`config.mk`:
```
export PLATFORM = sky130hd
export DESIGN_NAME = uart_tx_frame
export DESIGN_NICKNAME = d
export VERILOG_FILES = /design/src/rtl/uart_tx_frame.sv
export SDC_FILE = /design/constraint.sdc
export NUM_CORES = 1
export LEC_CHECK = 0
export ABC_CLOCK_PERIOD_IN_PS = 2000
export CAP_MARGIN = 5
export CELL_PAD_IN_SITES_DETAIL_PLACEMENT = 2
export CELL_PAD_IN_SITES_GLOBAL_PLACEMENT = 2
export CORE_MARGIN = 2
export CORE_UTILIZATION = 30
export CTS_CLUSTER_SIZE = 12
export DETAILED_ROUTE_END_ITERATION = 10
export GPL_TIMING_DRIVEN = 0
export HOLD_SLACK_MARGIN = 0.05
export PLACE_DENSITY_LB_ADDON = 0.1
export RECOVER_POWER = 25
export SETUP_SLACK_MARGIN = 0.15
export SLEW_MARGIN = 20
export SYNTH_ARGS = -nofsm -noshare
export SYNTH_HDL_FRONTEND = slang
export SYNTH_SLANG_ARGS = --single-unit
```
`constraint.sdc`:
```
create_clock -name clk -period 2 [get_ports clk]
set_input_delay 0.4 -clock clk [delete_from_list [all_inputs] [get_ports clk]]
set_output_delay 0.4 -clock clk [all_outputs]
set_load 0.01 [all_outputs]
```
`src/rtl/uart_tx_frame.sv`:
```
// rtl/uart_tx_frame.sv - parametrised asynchronous serial frame transmitter
// Start bit, DATA_W data bits LSB first, optional parity, STOP_BITS stop bits; idle high.
module uart_tx_frame #(
    parameter int DATA_W       = 7,
    parameter int CLKS_PER_BIT = 1,
    parameter int PARITY       = 1,
    parameter int STOP_BITS    = 1
) (
    input  logic              clk,
    input  logic              rstn,
    input  logic              in_valid,
    output logic              in_ready,
    input  logic [DATA_W-1:0] in_data,
    output logic              serial_out,
    output logic              busy,
    output logic              done
);

    localparam int BW = (DATA_W > 1) ? $clog2(DATA_W) : 1;
    localparam int CW = (CLKS_PER_BIT > 1) ? $clog2(CLKS_PER_BIT) : 1;

    typedef enum logic [2:0] {
        ST_IDLE,
        ST_START,
        ST_DATA,
        ST_PARITY,
        ST_STOP
    } state_t;

    state_t            state, state_n;
    logic [DATA_W-1:0] shreg, shreg_n;
    logic              par_bit, par_bit_n;
    logic [BW-1:0]     bit_cnt, bit_cnt_n;
    logic [CW-1:0]     clk_cnt, clk_cnt_n;
    logic              tx, tx_n;
    logic              done_r, done_n;
    logic              tick;
    logic              last_data;
    logic              last_stop;

    assign tick      = (clk_cnt == CW'(CLKS_PER_BIT - 1));
    assign last_data = (bit_cnt == BW'(DATA_W - 1));
    assign last_stop = (bit_cnt == BW'(STOP_BITS - 1));

    always_ff @(posedge clk or negedge rstn) begin
        if (!rstn) begin
            state   <= ST_IDLE;
            shreg   <= '0;
            par_bit <= 1'b0;
            bit_cnt <= '0;
            clk_cnt <= '0;
            tx      <= 1'b1;
            done_r  <= 1'b0;
        end else begin
            state   <= state_n;
            shreg   <= shreg_n;
            par_bit <= par_bit_n;
            bit_cnt <= bit_cnt_n;
            clk_cnt <= clk_cnt_n;
            tx      <= tx_n;
            done_r  <= done_n;
        end
    end

    // The data register shifts right as each bit is launched, so bit 0 is always next.
    always_comb begin
        state_n   = state;
        shreg_n   = shreg;
        par_bit_n = par_bit;
        bit_cnt_n = bit_cnt;
        clk_cnt_n = '0;
        tx_n      = tx;
        done_n    = 1'b0;
        if (state != ST_IDLE && !tick) begin
            clk_cnt_n = clk_cnt + CW'(1);
        end
        case (state)
            ST_IDLE: begin
                tx_n = 1'b1;
                if (in_valid) begin
                    state_n   = ST_START;
                    shreg_n   = in_data;
                    par_bit_n = (PARITY == 2) ? ~(^in_data) : (^in_data);
                    bit_cnt_n = '0;
                    tx_n      = 1'b0;
                end
            end
            ST_START: begin
                if (tick) begin
                    state_n   = ST_DATA;
                    bit_cnt_n = '0;
                    tx_n      = shreg[0];
                    shreg_n   = shreg >> 1;
                end
            end
            ST_DATA: begin
                if (tick) begin
                    if (last_data) begin
                        bit_cnt_n = '0;
                        if (PARITY != 0) begin
                            state_n = ST_PARITY;
                            tx_n    = par_bit;
                        end else begin
                            state_n = ST_STOP;
                            tx_n    = 1'b1;
                        end
                    end else begin
                        bit_cnt_n = bit_cnt + BW'(1);
                        tx_n      = shreg[0];
                        shreg_n   = shreg >> 1;
                    end
                end
            end
            ST_PARITY: begin
                if (tick) begin
                    state_n   = ST_STOP;
                    bit_cnt_n = '0;
                    tx_n      = 1'b1;
                end
            end
            ST_STOP: begin
                tx_n = 1'b1;
                if (tick) begin
                    if (last_stop) begin
                        state_n   = ST_IDLE;
                        bit_cnt_n = '0;
                        done_n    = 1'b1;
                    end else begin
                        bit_cnt_n = bit_cnt + BW'(1);
                    end
                end
            end
            default: begin
                state_n = ST_IDLE;
                tx_n    = 1'b1;
            end
        endcase
    end

    assign serial_out = tx;
    assign in_ready   = (state == ST_IDLE);
    assign busy       = ~in_ready;
    assign done       = done_r;

endmodule

```
==> impl_summary.log <==
INFO  metric htreeDepth = 1
INFO  metric gr-total-overflow = 0
INFO  metric post-synth-top-area-fraction = 34.9%
INFO  metric hold_fix_buffers_at_cts = 0
INFO  metric dieWidth = 65.9 µm
INFO  metric hp-class = reg2reg
INFO  metric drive_gt1_share = 34.7%
INFO  metric finalMaxSlewViolations = 0
INFO  metric max_cap_viols = 0
INFO  metric cp.arrival = 1.38 ns
INFO  metric critPathTopFamily = flip-flops
INFO  metric pwr-share-clk = 11.4%
INFO  metric fin_cells = 166
INFO  metric max_clock_freq = 563 MHz
INFO  metric busiest_layer = met2
INFO  metric layout.cells.most_common_list = sky130_fd_sc_hd__dfrtp_1 (15), sky130_fd_sc_hd__clkdlybuf4s50_1 (10), sky130_fd_sc_hd__mux2_4 (8)
INFO  metric power.total = 2.28 mW
INFO  metric slowest_delay = 0.39 ns
INFO  metric utilization = 39.1%
INFO  metric r2r_start = state[0]
INFO  metric hold_viol = 0
INFO  metric syn-cell-area = 1150 µm²
INFO  metric gpl.final_weighted_congestion = 0.740
INFO  metric numPlacedInstances = 157
INFO  metric io_buffers = 13
INFO  metric synth_enable_flop_cells = 0
INFO  metric antenna_found_initial = 0
INFO  metric destination_of_the_worst_register_to_register_timing_path = shreg[1]
INFO  metric post_layout_nets = 132
INFO  metric nFillCells = 395
INFO  metric timing.critical_path.slowest_stage_cell = sky130_fd_sc_hd__dfrtp_1
INFO  metric total_of_flip_flops_plus_latches_after_synthesis = 17
INFO  metric groute.layer.met1.usage = 17.5%
INFO  metric asyncSetResetFlopFracSynth = 100%
INFO  metric die_boundary_height = 65.9 µm
INFO  metric crit_path_max_fanout = 2
INFO  metric grt_first_pass_wirelength = 4.57 mm
INFO  metric synthFlopType = sky130_fd_sc_hd__dfrtp_1
INFO  metric grt_start_max_net_pins = 18
INFO  metric crit_path_cell_trace = buf_6 -> or3_4 -> clkdlybuf4s15_1
INFO  metric p_comb_share = 62.6%
INFO  metric drt-total-wl = 2.59 mm
INFO  metric setup_slack_of_the_most_critical_reg_to_reg_path = 0.25 ns
INFO  metric i_o_pin_count = 14
INFO  metric cts_buffers = 3
INFO  metric finalSetupViolations = 0
INFO  metric synth-warning-count = 0
INFO  metric p_int = 1.42 mW
INFO  metric max-vdd-ir-drop = 555 µV
INFO  metric clock_tree_from_tritoncts = yes
INFO  metric synthesis.nets = 109
INFO  metric drc = 0
INFO  metric ys_top_cells_by_area = sky130_fd_sc_hd__dfrtp_1 (35%), sky130_fd_sc_hd__mux2_4 (10%), sky130_fd_sc_hd__mux2_1 (5.9%)
INFO  metric grtUsageMet2 = 24.9%
INFO  metric count_of_vias_placed_by_the_detailed_router = 808
INFO  metric layout.cells.most_common = sky130_fd_sc_hd__dfrtp_1
INFO  metric detailed_place.area = 1340 µm²
INFO  metric cell_leakage_power = 0.619 nW
INFO  metric worstSetupStartpointType = flop
INFO  metric synthCells = 96
INFO  metric groute.layer.met3.usage = 2.56%
INFO  metric synth.yosys.seq_area_share = 37.1%
INFO  metric crit_buf_inv = 2
INFO  metric ant_nets = 0
INFO  metric diodes = 0
INFO  metric floorplan.core_area = 3660 µm²
INFO  metric power.density_cell_area = 1590 nW/µm²
INFO  metric initial_core_util = 31.4%
INFO  metric worst_pin_slew = 0.854 ns
INFO  metric cts.sinks = 17
INFO  metric outcome = complete, no violations
INFO  metric clock_latency = 0.25 ns
INFO  metric syn-mean-instance-area = 12.0 µm²
INFO  metric cp.required = 1.60 ns
INFO  metric layout-area-overhead-vs-synth = 24.5%
INFO  metric number_of_global_route_vias_before_repair = 912
INFO  metric max-clock-path-buffers = 2
INFO  metric post_dr_wirelength_cell = 15.6 µm
INFO  metric floorplan.die_area = 4340 µm²
INFO  metric firstDrtPassIters = 4
INFO  metric critPathKind = reg2out
INFO  metric net-switching-power = 0.853 mW
INFO  metric rr_worst_depth = 6
INFO  metric postLayoutCellArea = 1430 µm²
INFO  metric finClkSkew = 0.00155 ns
INFO  metric fin_worst_hold_slack = 0.514 ns
INFO  metric root_buffer = sky130_fd_sc_hd__clkbuf_8
INFO  metric max-slew-margin-rel = 42.9%
INFO  metric post-route-period-util = 88.8%
INFO  metric netlist.top_cell.by_area = sky130_fd_sc_hd__dfrtp_1
INFO  metric drt_iter0_drc = 25
INFO  metric seq_power_share = 26.0%
INFO  metric setup_repair_after_global_routing_missed_its_margin = false
INFO  metric yosys.cell_types.count = 41
INFO  metric worstSetupPathDepth = 3
INFO  metric global_route.usage.total = 14.0%
INFO  metric fp-row-count = 22
INFO  metric critPathCapture = busy
INFO  metric finalWorstPathRequiredPeriod = 1.78 ns
INFO  metric timing.critical_path.to_type = output pin
INFO  metric worst_setup_hold_path_clk_slew = 0.07 ns
INFO  metric timing.critical_path.from = state[0]
INFO  metric p_sw_share = 37.5%
INFO  metric place.detailed.hpwl = 1.84 mm
INFO  metric via_per_inst = 4.87
-- worst min path at each step --
stage | to | startpoint | cells after the start
after global routing | par_bit | par_bit | 1
after detailed placement | shreg[2] | shreg[2] | 1
after global placement | shreg[4] | shreg[4] | 1
after CTS | shreg[4] | shreg[4] | 1
final | shreg[4] | shreg[4] | 1
after floorplan | bit_cnt[0] | rstn | 0
-- power groups by stage --
stage	clock, mW	sequential (mW)	combinational, mW
2_1_floorplan	0	0.592	1.02
3_3_place_gp	0	0.614	1.28
3_5_place_dp	0	0.622	1.31
4_1_cts	0.274	0.595	1.45
5_1_grt	0.289	0.613	1.55
6_report	0.260	0.592	1.42
-- sequential cells by signal, summed over array words and instances (netlist names) --
| signal | count |
|---|---|
| bit_cnt | 3 |
| done | 1 |
| clk_cnt | 1 |
| serial_out | 1 |
| shreg | 7 |
| state | 3 |
| par_bit | 1 |
-- Yosys cell counts (3+ instances only) --
library cell / instances
sky130_fd_sc_hd__a21oi_1: 3
sky130_fd_sc_hd__buf_6: 3
sky130_fd_sc_hd__dfrtp_1: 16
sky130_fd_sc_hd__ha_1: 3
sky130_fd_sc_hd__inv_1: 4
sky130_fd_sc_hd__mux2_1: 6
sky130_fd_sc_hd__mux2_4: 8
sky130_fd_sc_hd__nand2_1: 4
sky130_fd_sc_hd__nand3_1: 3
sky130_fd_sc_hd__nor2_1: 3
sky130_fd_sc_hd__nor2b_1: 4
sky130_fd_sc_hd__xnor2_1: 5
-- routing by layer --
metal / vias to the layer above / wire length, µm / part of all wire [%]
met5: - / 0 / 0
met4: 0 / 13 / 0.50
met3: 2 / 69 / 2.7
met2: 10 / 1330 / 51
met1: 416 / 1180 / 46
li1: 380 / - / -
-- repair_timing --
item / in CTS / in global routing
pin swaps: 1 / 0
buffers inserted: 5 / 0
gates resized for setup: 5 / 3
setup endpoints to repair: 3 / 2
-- cell families (layout without fill, tap and decap cells) --
group | count (synthesis) | count (layout) | synth area share (%)
flip-flops | 17 | 17 | 37.1
other | 1 | 1 | 0.326
XOR/XNOR | 8 | 8 | 6.75
AND/OR/NAND/NOR | 25 | 25 | 14.2
adder cells (fa/ha/maj) | 3 | 3 | 3.27
multiplexers | 16 | 16 | 18.3
AO/OA/AOI/OAI | 17 | 17 | 14.7
buffers and inverters | 9 | 31 | 5.34
-- final cells by class --
type | count | area [µm²] | share of cell area, %
Buffer | 4 | 41.3 | 2.89
Clock buffer | 4 | 45.0 | 3.15
Inverter | 5 | 20.0 | 1.40
Multi-Input combinational cell | 70 | 661 | 46.2
Sequential cell | 17 | 428 | 29.9
Tap cell | 48 | 60.1 | 4.20
Timing Repair Buffer | 18 | 175 | 12.2
-- worst register-to-register path: stages (launching register included) --
cell,delay (ns)
sky130_fd_sc_hd__dfrtp_1,0.39
sky130_fd_sc_hd__buf_6,0.13
sky130_fd_sc_hd__buf_4,0.15
sky130_fd_sc_hd__xnor2_2,0.15
sky130_fd_sc_hd__nor2_4,0.20
sky130_fd_sc_hd__mux2_1,0.35
sky130_fd_sc_hd__mux2_4,0.26
-- metrics by stage --
| step | TNS (ns) | worst slack (ns) |
|---|---|---|
| floorplan | 0 | 0.475 |
| global placement | -0.684 | -0.101 |
| detailed placement | -0.872 | -0.129 |
| CTS | 0 | 0.159 |
| global route | 0 | 0.164 |
| finish | 0 | 0.224 |
(Power assumes the default switching activity.)
